File: src/rtl/ifetch_queue_if.sv
// Handshake bundle between the fetch queue, instruction memory, NPC redirect logic and IF/ID.
// The master modport is the fetch queue's view; slave is the surrounding pipeline's view.
interface ifetch_queue_if;
    logic        redirect_valid;
    logic [31:0] redirect_pc;
    logic        imem_req;
    logic [31:0] imem_addr;
    logic        imem_ack;
    logic [31:0] imem_rdata;
    logic        out_valid;
    logic        out_ready;
    logic [31:0] out_pc;
    logic [31:0] out_inst;
    logic [31:0] fetch_pc;

    modport master (
        input  redirect_valid, redirect_pc, imem_ack, imem_rdata, out_ready,
        output imem_req, imem_addr, out_valid, out_pc, out_inst, fetch_pc
    );

    modport slave (
        output redirect_valid, redirect_pc, imem_ack, imem_rdata, out_ready,
        input  imem_req, imem_addr, out_valid, out_pc, out_inst, fetch_pc
    );
endinterface

File: src/rtl/ifetch_queue.sv
// Instruction-fetch front end: owns the fetch PC, issues word reads to a variable-latency
// instruction memory and buffers {pc, inst} pairs in a prefetch FIFO ahead of IF/ID.
module ifetch_queue #(
    parameter int          DEPTH    = 4,
    parameter logic [31:0] RESET_PC = 32'h0000_3000
) (
    input  logic           clock,
    input  logic           reset,
    ifetch_queue_if.master bus
);
    localparam int          AW      = $clog2(DEPTH);
    localparam logic [AW:0] FULL    = (AW + 1)'(DEPTH);
    localparam logic [AW:0] CNT_ONE = (AW + 1)'(1);
    localparam logic [AW-1:0] PTR_ONE = AW'(1);

    typedef enum logic [1:0] {
        IDLE,
        REQ,
        DROP
    } state_t;

    state_t state;
    state_t state_next;

    logic [31:0]   pc_mem   [DEPTH];
    logic [31:0]   inst_mem [DEPTH];
    logic [AW-1:0] rd_ptr;
    logic [AW-1:0] wr_ptr;
    logic [AW:0]   count;
    logic [AW:0]   count_next;
    logic [31:0]   fetch_pc_q;
    logic [31:0]   fetch_pc_next;
    logic [31:0]   addr_q;
    logic          redirect;
    logic          ack;
    logic          push;
    logic          pop;
    logic          unused_pc_bits;

    assign redirect       = bus.redirect_valid;
    assign ack            = bus.imem_ack;
    assign unused_pc_bits = ^bus.redirect_pc[1:0];

    // A redirect cycle never transfers, so a stale head cannot slip out while flushing.
    assign bus.out_valid = (count != '0) && !redirect;
    assign pop           = bus.out_valid && bus.out_ready;
    assign push          = (state == REQ) && ack && !redirect;

    assign bus.imem_req  = (state != IDLE);
    assign bus.imem_addr = addr_q;
    assign bus.fetch_pc  = fetch_pc_q;
    assign bus.out_pc    = pc_mem[rd_ptr];
    assign bus.out_inst  = inst_mem[rd_ptr];

    always_comb begin
        count_next = count;
        if (redirect) begin
            count_next = '0;
        end else if (push && !pop) begin
            count_next = count + CNT_ONE;
        end else if (pop && !push) begin
            count_next = count - CNT_ONE;
        end
    end

    always_comb begin
        fetch_pc_next = fetch_pc_q;
        if (redirect) begin
            fetch_pc_next = {bus.redirect_pc[31:2], 2'b00};
        end else if (push) begin
            fetch_pc_next = fetch_pc_q + 32'd4;
        end
    end

    // REQ reserves its FIFO slot, so an idle FSM only needs count < DEPTH to start a read.
    always_comb begin
        state_next = state;
        case (state)
            IDLE: begin
                if (!redirect && (count < FULL)) begin
                    state_next = REQ;
                end
            end
            REQ: begin
                if (redirect) begin
                    state_next = ack ? IDLE : DROP;
                end else if (ack) begin
                    state_next = (count_next < FULL) ? REQ : IDLE;
                end
            end
            DROP: begin
                if (ack) begin
                    state_next = IDLE;
                end
            end
            default: state_next = IDLE;
        endcase
    end

    always_ff @(posedge clock or negedge reset) begin
        if (!reset) begin
            state      <= IDLE;
            count      <= '0;
            rd_ptr     <= '0;
            wr_ptr     <= '0;
            fetch_pc_q <= RESET_PC;
            addr_q     <= RESET_PC;
        end else begin
            state      <= state_next;
            count      <= count_next;
            fetch_pc_q <= fetch_pc_next;
            if (redirect) begin
                rd_ptr <= '0;
                wr_ptr <= '0;
            end else begin
                if (push) begin
                    wr_ptr <= wr_ptr + PTR_ONE;
                end
                if (pop) begin
                    rd_ptr <= rd_ptr + PTR_ONE;
                end
            end
            // The address only moves between reads; DROP keeps it for the outstanding one.
            if ((state == IDLE) || push) begin
                addr_q <= fetch_pc_next;
            end
        end
    end

    always_ff @(posedge clock or negedge reset) begin
        if (!reset) begin
            for (int i = 0; i < DEPTH; i++) begin
                pc_mem[i]   <= '0;
                inst_mem[i] <= '0;
            end
        end else if (push) begin
            pc_mem[wr_ptr]   <= addr_q;
            inst_mem[wr_ptr] <= bus.imem_rdata;
        end
    end
endmodule

File: src/flat_wrapper.sv
// flat-port wrapper written by rule: the top's interface ports become plain ports
module ifetch_queue_flat 
#(
    parameter int          DEPTH    = 4,
    parameter logic [31:0] RESET_PC = 32'h0000_3000
)
  (clock, reset, bus_redirect_valid, bus_redirect_pc, bus_imem_ack, bus_imem_rdata, bus_out_ready, bus_imem_req, bus_imem_addr, bus_out_valid, bus_out_pc, bus_out_inst, bus_fetch_pc);
  ifetch_queue_if bus_i ();
  input  logic clock;
  input  logic reset;
  input wire logic [$bits(bus_i.redirect_valid)-1:0] bus_redirect_valid;
  input wire logic [$bits(bus_i.redirect_pc)-1:0] bus_redirect_pc;
  input wire logic [$bits(bus_i.imem_ack)-1:0] bus_imem_ack;
  input wire logic [$bits(bus_i.imem_rdata)-1:0] bus_imem_rdata;
  input wire logic [$bits(bus_i.out_ready)-1:0] bus_out_ready;
  output wire logic [$bits(bus_i.imem_req)-1:0] bus_imem_req;
  output wire logic [$bits(bus_i.imem_addr)-1:0] bus_imem_addr;
  output wire logic [$bits(bus_i.out_valid)-1:0] bus_out_valid;
  output wire logic [$bits(bus_i.out_pc)-1:0] bus_out_pc;
  output wire logic [$bits(bus_i.out_inst)-1:0] bus_out_inst;
  output wire logic [$bits(bus_i.fetch_pc)-1:0] bus_fetch_pc;
  assign bus_i.redirect_valid = bus_redirect_valid;
  assign bus_i.redirect_pc = bus_redirect_pc;
  assign bus_i.imem_ack = bus_imem_ack;
  assign bus_i.imem_rdata = bus_imem_rdata;
  assign bus_i.out_ready = bus_out_ready;
  assign bus_imem_req = bus_i.imem_req;
  assign bus_imem_addr = bus_i.imem_addr;
  assign bus_out_valid = bus_i.out_valid;
  assign bus_out_pc = bus_i.out_pc;
  assign bus_out_inst = bus_i.out_inst;
  assign bus_fetch_pc = bus_i.fetch_pc;
  ifetch_queue #(.DEPTH(DEPTH), .RESET_PC(RESET_PC)) u_core (.clock(clock), .reset(reset), .bus(bus_i));
endmodule
File: config.mk
export PLATFORM = sky130hd
export DESIGN_NAME = ifetch_queue_flat
export DESIGN_NICKNAME = d
export VERILOG_FILES = /design/src/rtl/ifetch_queue_if.sv /design/src/rtl/ifetch_queue.sv /design/src/flat_wrapper.sv
export SDC_FILE = /design/constraint.sdc
export NUM_CORES = 1
export LEC_CHECK = 0
export CORE_ASPECT_RATIO = 0.75
export CORE_UTILIZATION = 50
export CTS_BUF_LIST = sky130_fd_sc_hd__clkbuf_8
export DETAILED_ROUTE_END_ITERATION = 6
export MAX_ROUTING_LAYER = met4
export PLACE_DENSITY = 0.84
export REMOVE_ABC_BUFFERS = 1
export SLEW_MARGIN = 15
export SYNTH_ARGS = -nofsm -noshare
export SYNTH_HDL_FRONTEND = slang
export SYNTH_SLANG_ARGS = --single-unit
File: constraint.sdc
create_clock -name clock -period 4.6 [get_ports clock]
set_clock_uncertainty 0.1 [all_clocks]
set_input_delay 0.92 -clock clock [delete_from_list [all_inputs] [get_ports clock]]
set_output_delay 0.92 -clock clock [all_outputs]
set_load 0.005 [all_outputs]
==> flow_summary.json, run 1 <==
{
  "total_switching_power_mw": 2.35,
  "overflow": 0,
  "worstSetupPathType": "flop to primary output",
  "final.setup.worst_slack_ns": 0.697,
  "total_of_cells_resized_after_clock_tree_synthesis": 0,
  "post_synth_inst_count": 1010,
  "timing.critical_path.arrival_ns": 2.88,
  "clk_pin_slew_ns": 0.06,
  "synth-edff-count": 0,
  "maximum_vdd_ir_drop_uv": 271,
  "min-delay-path-class": "input port to asynchronous set/reset pin",
  "route.final.wire_length_mm": 35.0,
  "synth.yosys.seq_area_share": 0.557,
  "route.vias.total": 9385,
  "finish.cell_count_without_fillers": 1644,
  "report.final.setup_viol": 0,
  "avgViaCountPerCell": 5.71,
  "run_status": "complete, no violations",
  "final.period_utilization": 0.848,
  "worstSkewPairLatency_ns": 0.59,
  "synth.mux.area_fraction": 0.310,
  "synth_top_family_by_area": "multiplexers",
  "worst_slew_pin_slew_ns": 1.11,
  "cts_hold_buf": 0,
  "timing.slew.headroom": 0.262,
  "crit_required_ns": 3.58,
  "initialDrtViolationCount": 455,
  "internal_power_mw": 6.22,
  "timing.final.max_slew_violations": 0,
  "r2r_slack_ns": 1.72,
  "cts_root_buffer": "sky130_fd_sc_hd__clkbuf_8",
  "core_region_area_mm2": 0.0291,
  "fmax_mhz": 256,
  "synth_ff_type": "sky130_fd_sc_hd__dfrtp_1",
  "power.switching_fraction": 0.274,
  "fp-row-count": 54,
  "cts_tree": "yes",
  "synth_async_sr_flop_share": 1.00,
  "nNetsFinal": 1293,
  "synth_simple_gate_area_frac": 0.0605,
  "netlist_top_cells_count": "sky130_fd_sc_hd__dfrtp_1 (325), sky130_fd_sc_hd__mux2_2 (275), sky130_fd_sc_hd__mux4_2 (64)",
  "critical_path_endpoint_category": "primary output",
  "post-synth-top-area-cell": "sky130_fd_sc_hd__dfrtp_1",
  "gp_congestion": 0.841,
  "pre_cts_ws_ns": 0.766,
  "remaining_drc_errors": 0,
  "number_of_antenna_violations_at_the_first_check_in_global_routing": 1,
  "grt_start_max_net_pins": 129,
  "layout_min_cycle_time_ns": 3.90,
  "postCtsSetupBuffers": 0,
  "area_delta_synth_final_pct": 23.0,
  "ys_seq_elements": 329,
  "max_cap_viol_count": 0,
  "post_syn_area_mm2": 0.0148,
  "avgRoutedWirePerCell_um": 21.3,
  "dp_cells": 1554,
  "die_height_um": 151,
  "yosysTopAreaCellShare": 0.550,
  "ctsHtreeMaxLevel": 2,
  "cp-start-kind": "flop",
  "tritoncts.num_buffers": 52,
  "power.clock.fraction": 0.266,
  "die-area_mm2": 0.0303,
  "rsz_0062_raised_after_global_routing": "no",
  "synth_compound_area_frac": 0.0267,
  "detail-route-antenna-nets": 0,
  "cts.sink_count": 329,
  "power.share.sequential": 0.459,
  "xor_xnor_fraction_of_synth_area": 0.0166,
  "synth_top_cells_by_area": "sky130_fd_sc_hd__dfrtp_1 (55%), sky130_fd_sc_hd__mux2_2 (21%), sky130_fd_sc_hd__mux4_2 (9.8%)",
  "grt_first_pass_wirelength_mm": 55.4,
  "die_w_um": 201,
  "hold_viol_final": 0,
  "synth-warning-count": 0,
  "hpwlAfterDp_mm": 22.6,
  "global_route.usage.total": 0.245,
  "yosys.area_share.adder": 0.00677,
  "postSynthAreaPerCell_um2": 14.6,
  "power.density_cell_area_mw_per_mm2": 472,
  "io-pin-count": 199,
  "critical_path.max_fanout": 33,
  "synth_most_common_cell": "sky130_fd_sc_hd__dfrtp_1",
  "layout.filler_cells": 2176,
  "timing.reg2reg.worst_path_depth": 5,
  "first_pass_iters": 6,
  "comb_power_share": 0.275,
  "post_route_cells_drive_above_1_share": 0.350,
  "initial_core_util": 0.509,
  "io_buffer_count": 196,
  "p_leak_nw": 8.22,
  "cts.path.max_buffers": 3,
  "timing.setup.tns_ns": 0,
  "via_count_of_the_first_global_routing_pass": 9708,
  "ys_types": 51
}
==> flip-flops by register name, indices dropped and copies added, names as in the netlist <==
signal                cells
u_core.rd_ptr             2
u_core.state              2
u_core.inst_mem         128
u_core.wr_ptr             2
u_core.pc_mem           128
u_core.bus.fetch_pc      32
u_core.bus.imem_addr     32
u_core.count              3
==> layer usage <==
metal	vias to the layer above	wire (um)	GRT usage
li1	4163	-	-
met1	4876	15900	0.335
met2	294	16200	0.367
met3	52	2240	0.0602
met4	0	663	0.0672
met5	-	0	-
==> placed cells by master (no fill, tap or decap), types with 3 or more instances in the layout <==
master	synthesis	final
sky130_fd_sc_hd__nor3_1	6	6
sky130_fd_sc_hd__clkbuf_8	0	59
sky130_fd_sc_hd__a21oi_1	11	10
sky130_fd_sc_hd__nand3_1	24	24
sky130_fd_sc_hd__or3_1	8	8
sky130_fd_sc_hd__dfrtp_1	325	323
sky130_fd_sc_hd__a221o_1	7	7
sky130_fd_sc_hd__mux2_2	275	275
sky130_fd_sc_hd__a221oi_1	3	3
sky130_fd_sc_hd__buf_4	2	10
sky130_fd_sc_hd__clkdlybuf4s50_1	0	194
sky130_fd_sc_hd__dfstp_2	4	4
sky130_fd_sc_hd__mux4_2	64	64
sky130_fd_sc_hd__and4_1	6	6
sky130_fd_sc_hd__a211oi_1	3	3
sky130_fd_sc_hd__nor2_1	30	30
sky130_fd_sc_hd__nor4_1	7	7
sky130_fd_sc_hd__and3_1	15	15
sky130_fd_sc_hd__nand2_1	51	47
sky130_fd_sc_hd__xor2_1	14	14
sky130_fd_sc_hd__nand2_4	0	4
sky130_fd_sc_hd__buf_12	0	8
sky130_fd_sc_hd__inv_1	9	32
sky130_fd_sc_hd__nor2b_1	4	4
sky130_fd_sc_hd__o21ai_0	15	15
sky130_fd_sc_hd__ha_1	8	8
sky130_fd_sc_hd__mux2i_1	5	5
sky130_fd_sc_hd__xnor2_1	14	14
sky130_fd_sc_hd__o211ai_1	4	4
sky130_fd_sc_hd__nand4_1	10	10
sky130_fd_sc_hd__clkinv_2	0	4
==> final cells by class <==
type	count	area (um^2)	share of cell area
Tap cell	392	490	0.0270
Sequential cell	329	8250	0.454
Timing Repair Buffer	214	2200	0.121
Inverter	10	37.5	0.00207
Multi-Input combinational cell	609	6260	0.345
Clock buffer	59	812	0.0447
Antenna cell	2	5.00	0.000275
Clock inverter	29	121	0.00668
==> per-stage QoR <==
step,power [mW],instance area [um^2],hold WS (ns),util
after CTS,8.67,18200,0.371,0.625
after global placement,6.26,17200,0.382,0.593
final,8.57,18200,0.296,0.625
after floorplan,5.04,14500,0.374,-
after global routing,9.04,18200,0.365,0.625
after detailed placement,6.36,17200,0.387,0.593
==> critical path, cell delays in order (launching register included) <==
cell and delay, ns:
sky130_fd_sc_hd__dfrtp_4 0.93, sky130_fd_sc_hd__buf_12 0.28, sky130_fd_sc_hd__mux4_2 0.52, sky130_fd_sc_hd__clkdlybuf4s50_1 0.52
==> logic make-up after synthesis <==
| family | after synthesis |
|---|---|
| muxes | 344 |
| DFF | 329 |
| and+or+nand+nor | 173 |
| buffers and inverters | 72 |
| AOI/OAI and AO/OA | 56 |
| xor gates and xnor gates | 28 |
| adders and majority gates | 8 |
==> path summary, 6_finish.rpt <==
kind / start / end
min in group clock: u_core.inst_mem[52]$_DFFE_PN0P_ / u_core.inst_mem[52]$_DFFE_PN0P_
max: u_core.rd_ptr[0]$_DFFE_PN0P_ / bus_out_pc[26]
max in group asynchronous: reset / u_core.pc_mem[44]$_DFFE_PN0P_
min: reset / u_core.inst_mem[101]$_DFFE_PN0P_
min reg2reg: u_core.inst_mem[52]$_DFFE_PN0P_ / u_core.inst_mem[52]$_DFFE_PN0P_
max reg2reg: u_core.state[1]$_DFFE_PN0P_ / u_core.bus.imem_addr[25]$_DFFE_PN0P_
==> power by group through the flow <==
stage	combinational, mW	sequential, mW	clock, mW
floorplan	1.19	3.85	0
global placement	2.32	3.94	0
detailed placement	2.38	3.98	0
CTS	2.39	3.94	2.35
global route	2.53	4.02	2.48
finish	2.36	3.94	2.28
(Power assumes the default switching activity.)
==> run 2, diff against run 1 <==
Settings changed: PLACE_DENSITY 0.84 to 0.87.
Clock period 4.6 ns to 3.1 ns, I/O delays scaled along.
==> flow_summary.json, run 2 (synthesis gave the netlist of run 1 again) <==
{
  "run_status": "complete, no violations",
  "avgViaCountPerCell": 5.69,
  "report.final.setup_viol": 0,
  "rsz_0062_raised_after_global_routing": "no",
  "timing.setup.tns_ns": 0,
  "route.vias.total": 9604,
  "fin_area_mm2": 0.0187,
  "first_pass_iters": 5,
  "fp-row-count": 54,
  "hold_viol_final": 0,
  "wl_met1_mm": 15.5,
  "core_region_area_mm2": 0.0291,
  "area_delta_synth_final_pct": 26.7,
  "final.period_utilization": 0.961,
  "finish.cell_count_without_fillers": 1687,
  "number_of_antenna_violations_at_the_first_check_in_global_routing": 2,
  "cts_tree": "yes",
  "worstSetupPathType": "flop to primary output",
  "length_of_routed_met3_wiring_mm": 3.17,
  "tritoncts.num_buffers": 52,
  "layout_commonest_cell": "sky130_fd_sc_hd__dfrtp_1",
  "route.final.wire_length_mm": 36.8,
  "final.setup.worst_slack_ns": 0.120,
  "cp-start-kind": "flop",
  "r2r-start": "u_core.state[1]$_DFFE_PN0P_",
  "dp_cells": 1577,
  "multi_input_area_mm2": 0.00626,
  "grt_start_max_net_pins": 64,
  "maximum_vdd_ir_drop_uv": 388,
  "initial_core_util": 0.509,
  "post_route_cells_drive_above_1_share": 0.374,
  "timing.critical_path.arrival_ns": 2.26,
  "detail-route-antenna-nets": 0,
  "critical_path.max_fanout": 10,
  "fmax_mhz": 336,
  "nNetsFinal": 1328,
  "initialDrtViolationCount": 612,
  "timing.reg2reg.worst_path_depth": 5,
  "hold_path.startpoint": "bus_redirect_valid",
  "timing.final.max_slew_violations": 0,
  "grt_first_pass_wirelength_mm": 57.4,
  "die-area_mm2": 0.0303,
  "final_core_utilization": 0.644,
  "final_cell_mix": "sky130_fd_sc_hd__dfrtp_1 (323), sky130_fd_sc_hd__mux2_2 (275), sky130_fd_sc_hd__clkdlybuf4s50_1 (137)",
  "postPlaceCellArea_mm2": 0.0175,
  "worst_slew_pin_slew_ns": 0.531,
  "min_delay_worst_endpoint": "u_core.bus.fetch_pc[11]$_DFF_PN0_",
  "die_w_um": 201,
  "timing.slew.headroom": 0.646,
  "ctsHtreeMaxLevel": 2,
  "clk_pin_slew_ns": 0.06,
  "max_cap_viol_count": 0,
  "layout.filler_cells": 2144,
  "met2RoutedLength_mm": 17.5,
  "layout_min_cycle_time_ns": 2.98,
  "overflow": 0,
  "min-delay-path-class": "input port to flop",
  "register_area_mm2": 0.00825,
  "layout_top_registers": "u_core.inst_mem (128), u_core.pc_mem (128)",
  "pre_cts_ws_ns": 0.219,
  "cts.path.max_buffers": 3,
  "power.density_cell_area_mw_per_mm2": 699,
  "cts.sink_count": 329,
  "avgRoutedWirePerCell_um": 21.8,
  "hold_depth": 2,
  "p_leak_nw": 8.65,
  "gp_congestion": 0.872,
  "worstSkewPairLatency_ns": 0.60,
  "io_buffer_count": 196,
  "via_count_of_the_first_global_routing_pass": 9937,
  "die_height_um": 151,
  "routed.top_layer": "met4",
  "critical_path_endpoint_category": "primary output",
  "global_route.usage.total": 0.255,
  "hpwlAfterDp_mm": 24.3,
  "r2r_slack_ns": 0.68,
  "worstReg2RegEnd": "u_core.bus.imem_addr[25]$_DFFE_PN0P_",
  "io-pin-count": 199,
  "remaining_drc_errors": 0,
  "cts_root_buffer": "sky130_fd_sc_hd__clkbuf_8",
  "crit_required_ns": 2.38
}
-- run 2: worst max path at each step --
stage | from | endpoint | cells past startpoint
global route | u_core.rd_ptr[0]$_DFFE_PN0P_ | bus_out_pc[31] | 3
global placement | bus_imem_ack | u_core.bus.imem_addr[25]$_DFFE_PN0P_ | 6
finish | u_core.rd_ptr[0]$_DFFE_PN0P_ | bus_out_pc[31] | 3
floorplan | u_core.rd_ptr[0]$_DFFE_PN0P_ | bus_out_inst[0] | 1
detailed placement | bus_imem_ack | u_core.bus.imem_addr[25]$_DFFE_PN0P_ | 6
CTS | u_core.rd_ptr[0]$_DFFE_PN0P_ | bus_out_pc[17] | 3
-- run 2: per-stage QoR --
| step | hold WS (ns) | power, mW |
|---|---|---|
| after floorplan | 0.224 | 7.48 |
| after global placement | 0.381 | 9.33 |
| after detailed placement | 0.387 | 9.50 |
| after CTS | 0.249 | 13.2 |
| after global routing | 0.285 | 13.8 |
| final | 0.296 | 13.1 |
-- run 2: final cells by class --
type,count,area share
flip-flops and latches,329,0.440
well taps,392,0.0262
diodes,3,0.000401
clock buffers,66,0.0485
multi-input cells,609,0.334
clock inverters,29,0.0108
inverters,10,0.00200
repair buffers,249,0.137
-- run 2: per-layer routing --
metal / track usage / vias to the layer above
li1: - / 4247
met5: - / -
met3: 0.0731 / 54
met1: 0.333 / 4968
met2: 0.393 / 335
met4: 0.0691 / 0
-- run 2: repair_timing --
action                     in CTS  in global routing
setup endpoints to repair      45                  7
buffers inserted                0                  9
hold endpoints to repair       54                  0
hold buffers                    1                  0
cloned                          1                  1
gates resized for setup        60                  0
-- run 2: critical path, stage by stage, from the launching register on --
cell and delay (ns):
sky130_fd_sc_hd__dfrtp_4 0.52, sky130_fd_sc_hd__buf_16 0.19, sky130_fd_sc_hd__mux4_2 0.51, sky130_fd_sc_hd__clkdlybuf4s50_1 0.46
-- run 2: where the power goes --
part	internal, mW	leakage (nW)	switching (mW)
logic	2.16	3.74	1.26
registers	5.17	4.27	0.618
clock network	2.16	0.638	1.72
total	9.48	8.65	3.60
